`src/rtl/ball_game_ctrl.sv`:
```
// rtl/ball_game_ctrl.sv - per-frame ball/score engine for the right-player board
//
// Ports:
//   clk, reset_n                 : clock, async active-low reset
//   x_pixel, y_pixel             : display raster counters (frame tick source)
//   is_hit_area, hit_color       : per-pixel hit evidence from overlay / colour detector
//   start                        : start / restart pulse
//   ball_in_valid/_y/_dy         : ball handed over by the left board
//   ball_out_valid/_y/_dy        : ball handed to the left board (one-cycle pulse)
//   ball_x, ball_y               : ball top-left position
//   score, game_over, is_idle    : game status for the overlay
module ball_game_ctrl #(
  parameter int H_ACT      = 640,
  parameter int V_ACT      = 480,
  parameter int BALL_SIZE  = 20,
  parameter int SPEED      = 4,
  parameter int HIT_THRESH = 16,
  parameter int MAX_MISS   = 3
) (
  input  logic       clk,
  input  logic       reset_n,
  input  logic [9:0] x_pixel,
  input  logic [9:0] y_pixel,
  input  logic       is_hit_area,
  input  logic       hit_color,
  input  logic       start,
  input  logic       ball_in_valid,
  input  logic [9:0] ball_in_y,
  input  logic [3:0] ball_in_dy,
  output logic       ball_out_valid,
  output logic [9:0] ball_out_y,
  output logic [3:0] ball_out_dy,
  output logic [9:0] ball_x,
  output logic [9:0] ball_y,
  output logic [7:0] score,
  output logic       game_over,
  output logic       is_idle
);

  localparam logic [9:0]        X_CTR      = 10'((H_ACT - BALL_SIZE) / 2);
  localparam logic [9:0]        Y_CTR      = 10'((V_ACT - BALL_SIZE) / 2);
  localparam logic [9:0]        X_MAX      = 10'(H_ACT - BALL_SIZE);
  localparam logic [9:0]        Y_MAX      = 10'(V_ACT - BALL_SIZE);
  localparam logic signed [10:0] X_MAX_S   = 11'(H_ACT - BALL_SIZE);
  localparam logic signed [10:0] Y_MAX_S   = 11'(V_ACT - BALL_SIZE);
  localparam logic signed [10:0] SPEED_S   = 11'(SPEED);
  localparam logic [7:0]        THRESH     = 8'(HIT_THRESH);
  localparam logic [7:0]        MISS_LIMIT = 8'(MAX_MISS);
  localparam logic [7:0]        SCORE_MAX  = 8'd99;

  typedef enum logic [2:0] {
    S_IDLE,
    S_WAIT,
    S_PLAY,
    S_SEND,
    S_OVER
  } state_t;

  state_t     state_q, state_d;
  logic [9:0] x_q, x_d;
  logic [9:0] y_q, y_d;
  logic       dx_neg_q, dx_neg_d;
  logic [3:0] dy_q, dy_d;
  logic [7:0] score_q, score_d;
  logic [7:0] miss_q, miss_d;
  logic [7:0] hit_cnt_q, hit_cnt_d;
  logic       at_end_q, at_end_d;
  logic       out_valid_q, out_valid_d;
  logic [9:0] out_y_q, out_y_d;
  logic [3:0] out_dy_q, out_dy_d;
  logic       game_over_q, game_over_d;
  logic       idle_q, idle_d;

  logic              frame_tick;
  logic              hit_frame;
  logic              dx_neg_eff;
  logic signed [10:0] x_s, y_s, dy_s, x_mv, y_mv;
  logic [9:0]        x_nx, y_nx;
  logic [3:0]        dy_nx;
  logic [7:0]        miss_inc;

  // Tick fires on the first cycle the raster sits on the last active pixel,
  // so a counter held there for several clocks still yields one tick.
  always_comb begin
    at_end_d   = (x_pixel == 10'(H_ACT - 1)) && (y_pixel == 10'(V_ACT - 1));
    frame_tick = at_end_d && !at_end_q;
    hit_frame  = (hit_cnt_q >= THRESH);

    hit_cnt_d = hit_cnt_q;
    if (frame_tick) begin
      hit_cnt_d = 8'd0;
    end else if (is_hit_area && hit_color && (hit_cnt_q != 8'hFF)) begin
      hit_cnt_d = hit_cnt_q + 8'd1;
    end
  end

  // Candidate motion for this frame. A hit on a rightward ball reverses it
  // before the move, so the hit frame already steps left.
  always_comb begin
    dx_neg_eff = dx_neg_q || hit_frame;
    x_s  = $signed({1'b0, x_q});
    y_s  = $signed({1'b0, y_q});
    dy_s = $signed({{7{dy_q[3]}}, dy_q});
    x_mv = x_s + (dx_neg_eff ? -SPEED_S : SPEED_S);
    y_mv = y_s + dy_s;

    if (x_mv < 11'sd0) begin
      x_nx = 10'd0;
    end else if (x_mv > X_MAX_S) begin
      x_nx = X_MAX;
    end else begin
      x_nx = x_mv[9:0];
    end

    dy_nx = dy_q;
    if (y_mv < 11'sd0) begin
      y_nx  = 10'd0;
      dy_nx = ~dy_q + 4'd1;
    end else if (y_mv > Y_MAX_S) begin
      y_nx  = Y_MAX;
      dy_nx = ~dy_q + 4'd1;
    end else begin
      y_nx = y_mv[9:0];
    end

    miss_inc = miss_q + 8'd1;
  end

  always_comb begin
    state_d     = state_q;
    x_d         = x_q;
    y_d         = y_q;
    dx_neg_d    = dx_neg_q;
    dy_d        = dy_q;
    score_d     = score_q;
    miss_d      = miss_q;
    out_valid_d = 1'b0;
    out_y_d     = out_y_q;
    out_dy_d    = out_dy_q;

    case (state_q)
      S_IDLE: begin
        if (start) begin
          state_d = S_WAIT;
          score_d = 8'd0;
          miss_d  = 8'd0;
        end
      end

      S_WAIT: begin
        // start outranks a simultaneous handoff
        if (start) begin
          state_d = S_WAIT;
          score_d = 8'd0;
          miss_d  = 8'd0;
          x_d     = X_CTR;
          y_d     = Y_CTR;
        end else if (ball_in_valid) begin
          state_d  = S_PLAY;
          x_d      = 10'd0;
          y_d      = (ball_in_y > Y_MAX) ? Y_MAX : ball_in_y;
          dy_d     = ball_in_dy;
          dx_neg_d = 1'b0;
        end
      end

      S_PLAY: begin
        if (start) begin
          state_d = S_WAIT;
          score_d = 8'd0;
          miss_d  = 8'd0;
          x_d     = X_CTR;
          y_d     = Y_CTR;
        end else if (frame_tick) begin
          if (hit_frame && !dx_neg_q) begin
            dx_neg_d = 1'b1;
            if (score_q < SCORE_MAX) begin
              score_d = score_q + 8'd1;
            end
            x_d  = x_nx;
            y_d  = y_nx;
            dy_d = dy_nx;
          end else if (!dx_neg_q && (x_s + SPEED_S >= X_MAX_S)) begin
            miss_d  = miss_inc;
            x_d     = X_CTR;
            y_d     = Y_CTR;
            state_d = (miss_inc >= MISS_LIMIT) ? S_OVER : S_WAIT;
          end else if (dx_neg_q && (x_s < SPEED_S)) begin
            state_d     = S_SEND;
            out_valid_d = 1'b1;
            out_y_d     = y_q;
            out_dy_d    = dy_q;
          end else begin
            x_d  = x_nx;
            y_d  = y_nx;
            dy_d = dy_nx;
          end
        end
      end

      S_SEND: begin
        state_d = S_WAIT;
      end

      S_OVER: begin
        if (start) begin
          state_d = S_WAIT;
          score_d = 8'd0;
          miss_d  = 8'd0;
        end
      end

      default: begin
        state_d = S_IDLE;
      end
    endcase

    idle_d      = (state_d == S_IDLE);
    game_over_d = (state_d == S_OVER);
  end

  always_ff @(posedge clk or negedge reset_n) begin
    if (!reset_n) begin
      state_q     <= S_IDLE;
      x_q         <= X_CTR;
      y_q         <= Y_CTR;
      dx_neg_q    <= 1'b0;
      dy_q        <= 4'd0;
      score_q     <= 8'd0;
      miss_q      <= 8'd0;
      hit_cnt_q   <= 8'd0;
      at_end_q    <= 1'b0;
      out_valid_q <= 1'b0;
      out_y_q     <= 10'd0;
      out_dy_q    <= 4'd0;
      game_over_q <= 1'b0;
      idle_q      <= 1'b1;
    end else begin
      state_q     <= state_d;
      x_q         <= x_d;
      y_q         <= y_d;
      dx_neg_q    <= dx_neg_d;
      dy_q        <= dy_d;
      score_q     <= score_d;
      miss_q      <= miss_d;
      hit_cnt_q   <= hit_cnt_d;
      at_end_q    <= at_end_d;
      out_valid_q <= out_valid_d;
      out_y_q     <= out_y_d;
      out_dy_q    <= out_dy_d;
      game_over_q <= game_over_d;
      idle_q      <= idle_d;
    end
  end

  assign ball_x         = x_q;
  assign ball_y         = y_q;
  assign score          = score_q;
  assign game_over      = game_over_q;
  assign is_idle        = idle_q;
  assign ball_out_valid = out_valid_q;
  assign ball_out_y     = out_y_q;
  assign ball_out_dy    = out_dy_q;

endmodule

```
`config.mk`:
```
export PLATFORM = sky130hd
export DESIGN_NAME = ball_game_ctrl
export DESIGN_NICKNAME = d
export VERILOG_FILES = /design/src/rtl/ball_game_ctrl.sv
export SDC_FILE = /design/constraint.sdc
export NUM_CORES = 1
export LEC_CHECK = 0
export CAP_MARGIN = 20
export CELL_PAD_IN_SITES_DETAIL_PLACEMENT = 0
export CELL_PAD_IN_SITES_GLOBAL_PLACEMENT = 1
export CORE_MARGIN = 1
export CORE_UTILIZATION = 40
export CTS_BUF_LIST = sky130_fd_sc_hd__clkbuf_16
export DETAILED_ROUTE_END_ITERATION = 6
export PLACE_DENSITY = 0.84
export SLEW_MARGIN = 0
export SYNTH_ARGS = -nofsm -noshare
export SYNTH_HDL_FRONTEND = slang
export SYNTH_SLANG_ARGS = --single-unit
```
`constraint.sdc`:
```
create_clock -name clk -period 4 [get_ports clk]
set_input_delay 0.4 -clock clk [delete_from_list [all_inputs] [get_ports clk]]
set_output_delay 0.4 -clock clk [all_outputs]
set_load 0.005 [all_outputs]
```
After elaboration in Yosys (flattened, before gate mapping) --
Cells that the tools add are included.
Operators by class: multiplexer cells 67, order comparisons 10, equality and inequality tests 23, reductions and logical operators 23, bitwise gates (word level) 4, add/subtract/negate cells 7
Operators by type and width (count):
- 2-to-1 mux 10 bit | 19
- 2-to-1 mux 8 bit | 11
- one-hot mux 10 bit (2 select lines) | 2
- 2-to-1 mux 4 bit | 9
- one-hot mux 8 bit (2 select lines) | 2
- 2-to-1 mux 3 bit | 9
- adder 8 x 1 -> 8 bit (second input constant) | 3
- inequality test 3 bit (second input constant) | 8
- less-than comparator 11 x 1 -> 1 bit (second input constant) | 2
- one-hot mux 3 bit (4 select lines) | 1
- AND reduction 6 bit | 2
- adder 10 x 3 -> 11 bit (second input constant) | 1
- adder 11 bit | 1
- adder 11 x 4 -> 11 bit | 1
- >= comparator 11 bit (second input constant) | 1
- greater-than comparator 11 x 10 -> 1 bit (second input constant) | 1
- greater-than comparator 11 bit (second input constant) | 1
- 2-to-1 mux 1 bit | 11
- 2-to-1 mux 11 bit | 1
- == test 10 bit (second input constant) | 1
- == test 10 x 9 -> 1 bit (second input constant) | 1
- greater-than comparator 10 x 9 -> 1 bit (second input constant) | 1
- less-than comparator 10 x 3 -> 1 bit (second input constant) | 1
- inequality test 2 bit (second input constant) | 5
- other kinds (24) | 39
Word-level totals: bits of input ports 40, logic and storage cells 148, register bits 70

Logic depth before layout (Yosys ltp) --
word-level depth 13, mapped depth 13, gate-level depth less buffers 13

Least setup slack after synthesis --
Ideal clock, no wire load.
path type register -> register, start point register hit_cnt_q[6], end point register x_q[4] (netlist: ball_x[4]), buffers on the path 0, cell stages (with the launch flop) 14, period minus slack after synthesis 3293 ps, slack 707 ps, data required time 3922 ps, arrival time 3216 ps, cells stage by stage dfrtp_1 > nor4_1 > nor2_1 > nor2_1 > inv_1 > ha_1 > nor2b_1 > o21ai_0 > a21oi_1 > o41ai_1 > xnor2_1 > or3_1 > or2_2 > o22ai_1
On the way: longest elaborated chain between the ends 13, elaborated cells on any way between the ends 17, those cells by class 1 x add/sub; 3 x order compare; 1 x eq/ne; 9 x mux; 3 x reduce/logical
RTL lines:
- start, declared | line 66 | logic [7:0] hit_cnt_q, hit_cnt_d;
- start signal, assigned | line 246 | hit_cnt_q <= hit_cnt_d;
- >= comparator 8 x 5 -> 1 bit (*) | line 87 | hit_frame = (hit_cnt_q >= THRESH);
- logical OR 1 bit | line 100 | dx_neg_eff = dx_neg_q || hit_frame;
- 2-to-1 mux 11 bit | line 104 | x_mv = x_s + (dx_neg_eff ? -SPEED_S : SPEED_S);
- adder 11 bit | line 104
- greater-than comparator 11 bit | line 109 | end else if (x_mv > X_MAX_S) begin
- 2-to-1 mux 10 bit | line 109
- 2-to-1 mux 10 bit | line 107 | if (x_mv < 11'sd0) begin
- 2-to-1 mux 10 bit | line 188 | end else if (dx_neg_q && (x_s < SPEED_S)) begin
- 2-to-1 mux 10 bit | line 183 | end else if (!dx_neg_q && (x_s + SPEED_S >= X_MAX_S)) begin
- 2-to-1 mux 10 bit | line 175 | if (hit_frame && !dx_neg_q) begin
- 2-to-1 mux 10 bit | line 174 | end else if (frame_tick) begin
- 2-to-1 mux 10 bit | line 168 | if (start) begin
- one-hot mux 10 bit (2 select lines) | line 141 | case (state_q)
- end signal, assigned | line 225 | x_q <= X_CTR;
- end signal, assigned | line 240 | x_q <= x_d;
- end, declared | line 60 | logic [9:0] x_q, x_d;
Every way passes the cells marked *; elsewhere a longest branch is shown, timed or not. The select of a mux whose other input is x is not followed. A chain may end at the register's enable or synchronous reset.

Worst setup path in the final report --
Same ends and word-level chain as after synthesis.

==> results.tsv <==
metric	value	unit
grt_usage	0.221	
ys_warn_count	0	
drt-total-wl	12.2	mm
dpl_worst_slack	0.553	ns
grt_first_pass_wirelength	20.3	mm
async_flop_share	1.00	
max_slew_margin	0.552	
fin_worst_skew	0.00700	ns
ys_types	69	
hp-class	in2async	
netlist_top_cells_area	dfrtp_1 (32%), ha_1 (7.3%), dfstp_2 (6.2%)	
r2r_setup_slack	0.51	ns
ant_nets	0	
critical_path.startpoint	hit_cnt_q[6]	
min_period	3.49	ns
root_buffer	clkbuf_16	
gp_congestion	0.863	
antenna_found_initial	0	
cp.arrival	3.75	ns
dieArea	12000	µm²
cts.sinks	70	
power.density	559	nW/µm²
path_class	reg2reg	
drt_first_iter_violations	186	
worstSetupStartpointType	flip-flop	
critPathMaxFanout	8	
synth-seq-area-share	0.382	
yosysMostFrequentCell	dfrtp_1	
cts.path.max_buffers	2	
slew_viol_final	0	
setup_ws	0.507	ns
grt_max_degree	47	
endpoint_kind	flip-flop	
ctsHoldBuffers	0	
avgSynthCellArea	9.14	µm²
ys.flop_type	dfrtp_1	
globalRouteOverflowTotal	0	
synth_top_area_frac	0.319	
num_vias	4134	
die_h	110	µm
endpoint	ball_x[4]	
port_buffers	84	
wire_per_inst	16.5	µm
hpwlAfterDp	9.16	mm
cts_tree	done	
maxCapViolCount	0	
reg2reg_depth	13	
cts_buffers	9	
fin_nets	664	
synth-edff-count	0	
synth.largest_area_cell	dfrtp_1	
leakage	2.47	nW
h-tree-depth	3	
final.fill_count	1039	
yosys-top-cells-count	dfrtp_1 (59), nor2_1 (53), o21ai_0 (41)	
ios	85	
drive_gt1_frac	0.107	
post-route-drc-count	0	
synthesis.area	4630	µm²
post-route-period-util	0.873	
outcome	finished clean	
tightest_slew	0.670	ns
fin_tns_setup	0	ns
max_freq	286	MHz
dr.pass1.iters	4	
antenna_cells	0	
postCtsSetupBuffers	0	
synthCells	506	
clock_latency	0.34	ns
syn2layout_area_growth	27.4	%
irDropWorstVdd	0.328	mV
syn_nets	575	
die_x	110	µm
utilization	0.534	
hold_viol	0	
clk_pin_slew	0.06	ns
row_count	38	
r2r_start	hit_cnt_q[6]	
grt_pass1_vias	4125	
initial_utilization	0.419	
cp.required	4.26	ns
synth-seq-cells	70	
setup-violations-final	0	
cts_resized	0	
r2r_end	ball_x[4]	
viasPerCell	5.59	
rsz0062_at_grt	false	
core	11000	µm²
per-stage QoR:
step / total power (W) / area, µm² / hold WS (ns) / std cells
after floorplan: 0.00210 / 4630 / 0.104 / 506
after global placement: 0.00254 / 5630 / 0.436 / 724
after detailed placement: 0.00257 / 5630 / 0.438 / 724
after CTS: 0.00332 / 5890 / 0.0681 / 740
after global routing: 0.00355 / 5890 / 0.103 / 740
final: 0.00329 / 5890 / 0.0574 / 740
worst max-delay path: stages, from the launching register on:
cell and delay [ns]:
dfrtp_1 0.40, nor4_1 0.40, nor2_1 0.12, nor2_1 0.15, inv_1 0.17, ha_1 0.36
nor2b_1 0.14, o21ai_0 0.19, a21oi_1 0.13, o41ai_1 0.33, xnor2_1 0.16, or3_1 0.41
or2_2 0.30, o22ai_1 0.15
registers in the layout, summed over array words and instances (netlist names), 3 cells and up:
name         cells
ball_y          10
ball_out_dy      4
ball_out_y      10
score            8
state_q          3
dy_q             4
hit_cnt_q        8
miss_q           8
ball_x          10
logic make-up after synthesis:
group / share of synthesized area
AOI/OAI and AO/OA: 0.201
xor gates and xnor gates: 0.0452
and+or+nand+nor: 0.216
buffers and inverters: 0.0316
DFF: 0.382
adders and majority gates: 0.0817
muxes: 0.0430
cells in the final DEF (no fill, tap or decap), types with 4 or more instances in the layout:
cell / synthesis / layout
a21o_1: 6 / 6
a21oi_1: 24 / 24
and3_1: 8 / 8
buf_4: 1 / 7
clkbuf_16: 0 / 9
clkdlybuf4s50_1: 0 / 83
dfrtp_1: 59 / 59
dfstp_2: 11 / 11
ha_1: 27 / 27
inv_1: 22 / 22
mux2_2: 15 / 15
nand2_1: 39 / 39
nand2b_1: 6 / 6
nand3_1: 17 / 17
nand4b_1: 4 / 4
nor2_1: 53 / 53
nor2b_1: 10 / 10
nor3_1: 20 / 20
nor4_1: 8 / 8
o211ai_1: 5 / 5
o21a_1: 7 / 7
o21ai_0: 41 / 41
o22ai_1: 4 / 4
o31ai_1: 11 / 11
o41ai_1: 4 / 4
or2_2: 4 / 4
or3_1: 6 / 6
xnor2_1: 14 / 14
xor2_1: 8 / 8
worst min-delay path by stage:
stage               slack (ns)  cells after the start           end     from
CTS                       0.07                      1     ball_x[9]  reset_n
detailed placement        0.44                      1  hit_cnt_q[0]  reset_n
finish                    0.06                      1     ball_x[9]  reset_n
global placement          0.44                      1  hit_cnt_q[2]  reset_n
floorplan                 0.10                      0      at_end_q  reset_n
global route              0.10                      1     ball_x[9]  reset_n
layer usage:
metal,GRT usage,up-vias,share of wire
met5,0,-,0
met4,0.0848,0,0.011
met3,0.0427,12,0.047
li1,-,2032,-
met2,0.354,93,0.47
met1,0.295,1997,0.47
layout make-up:
class	instances	area (µm²)	share of cell area
Tap cell	140	175	0.0297
Clock inverter	7	41.3	0.00701
Clock buffer	9	225	0.0382
Timing Repair Buffer	91	888	0.151
Inverter	22	82.6	0.0140
Sequential cell	70	1770	0.300
Multi-Input combinational cell	401	2720	0.461
power by group:
| part | internal (W) | switching (W) |
|---|---|---|
| registers | 0.000836 | 0.000152 |
| clock network | 0.000413 | 0.000305 |
| logic | 0.000720 | 0.000870 |
No activity file was read; power rests on OpenSTA's default activity.
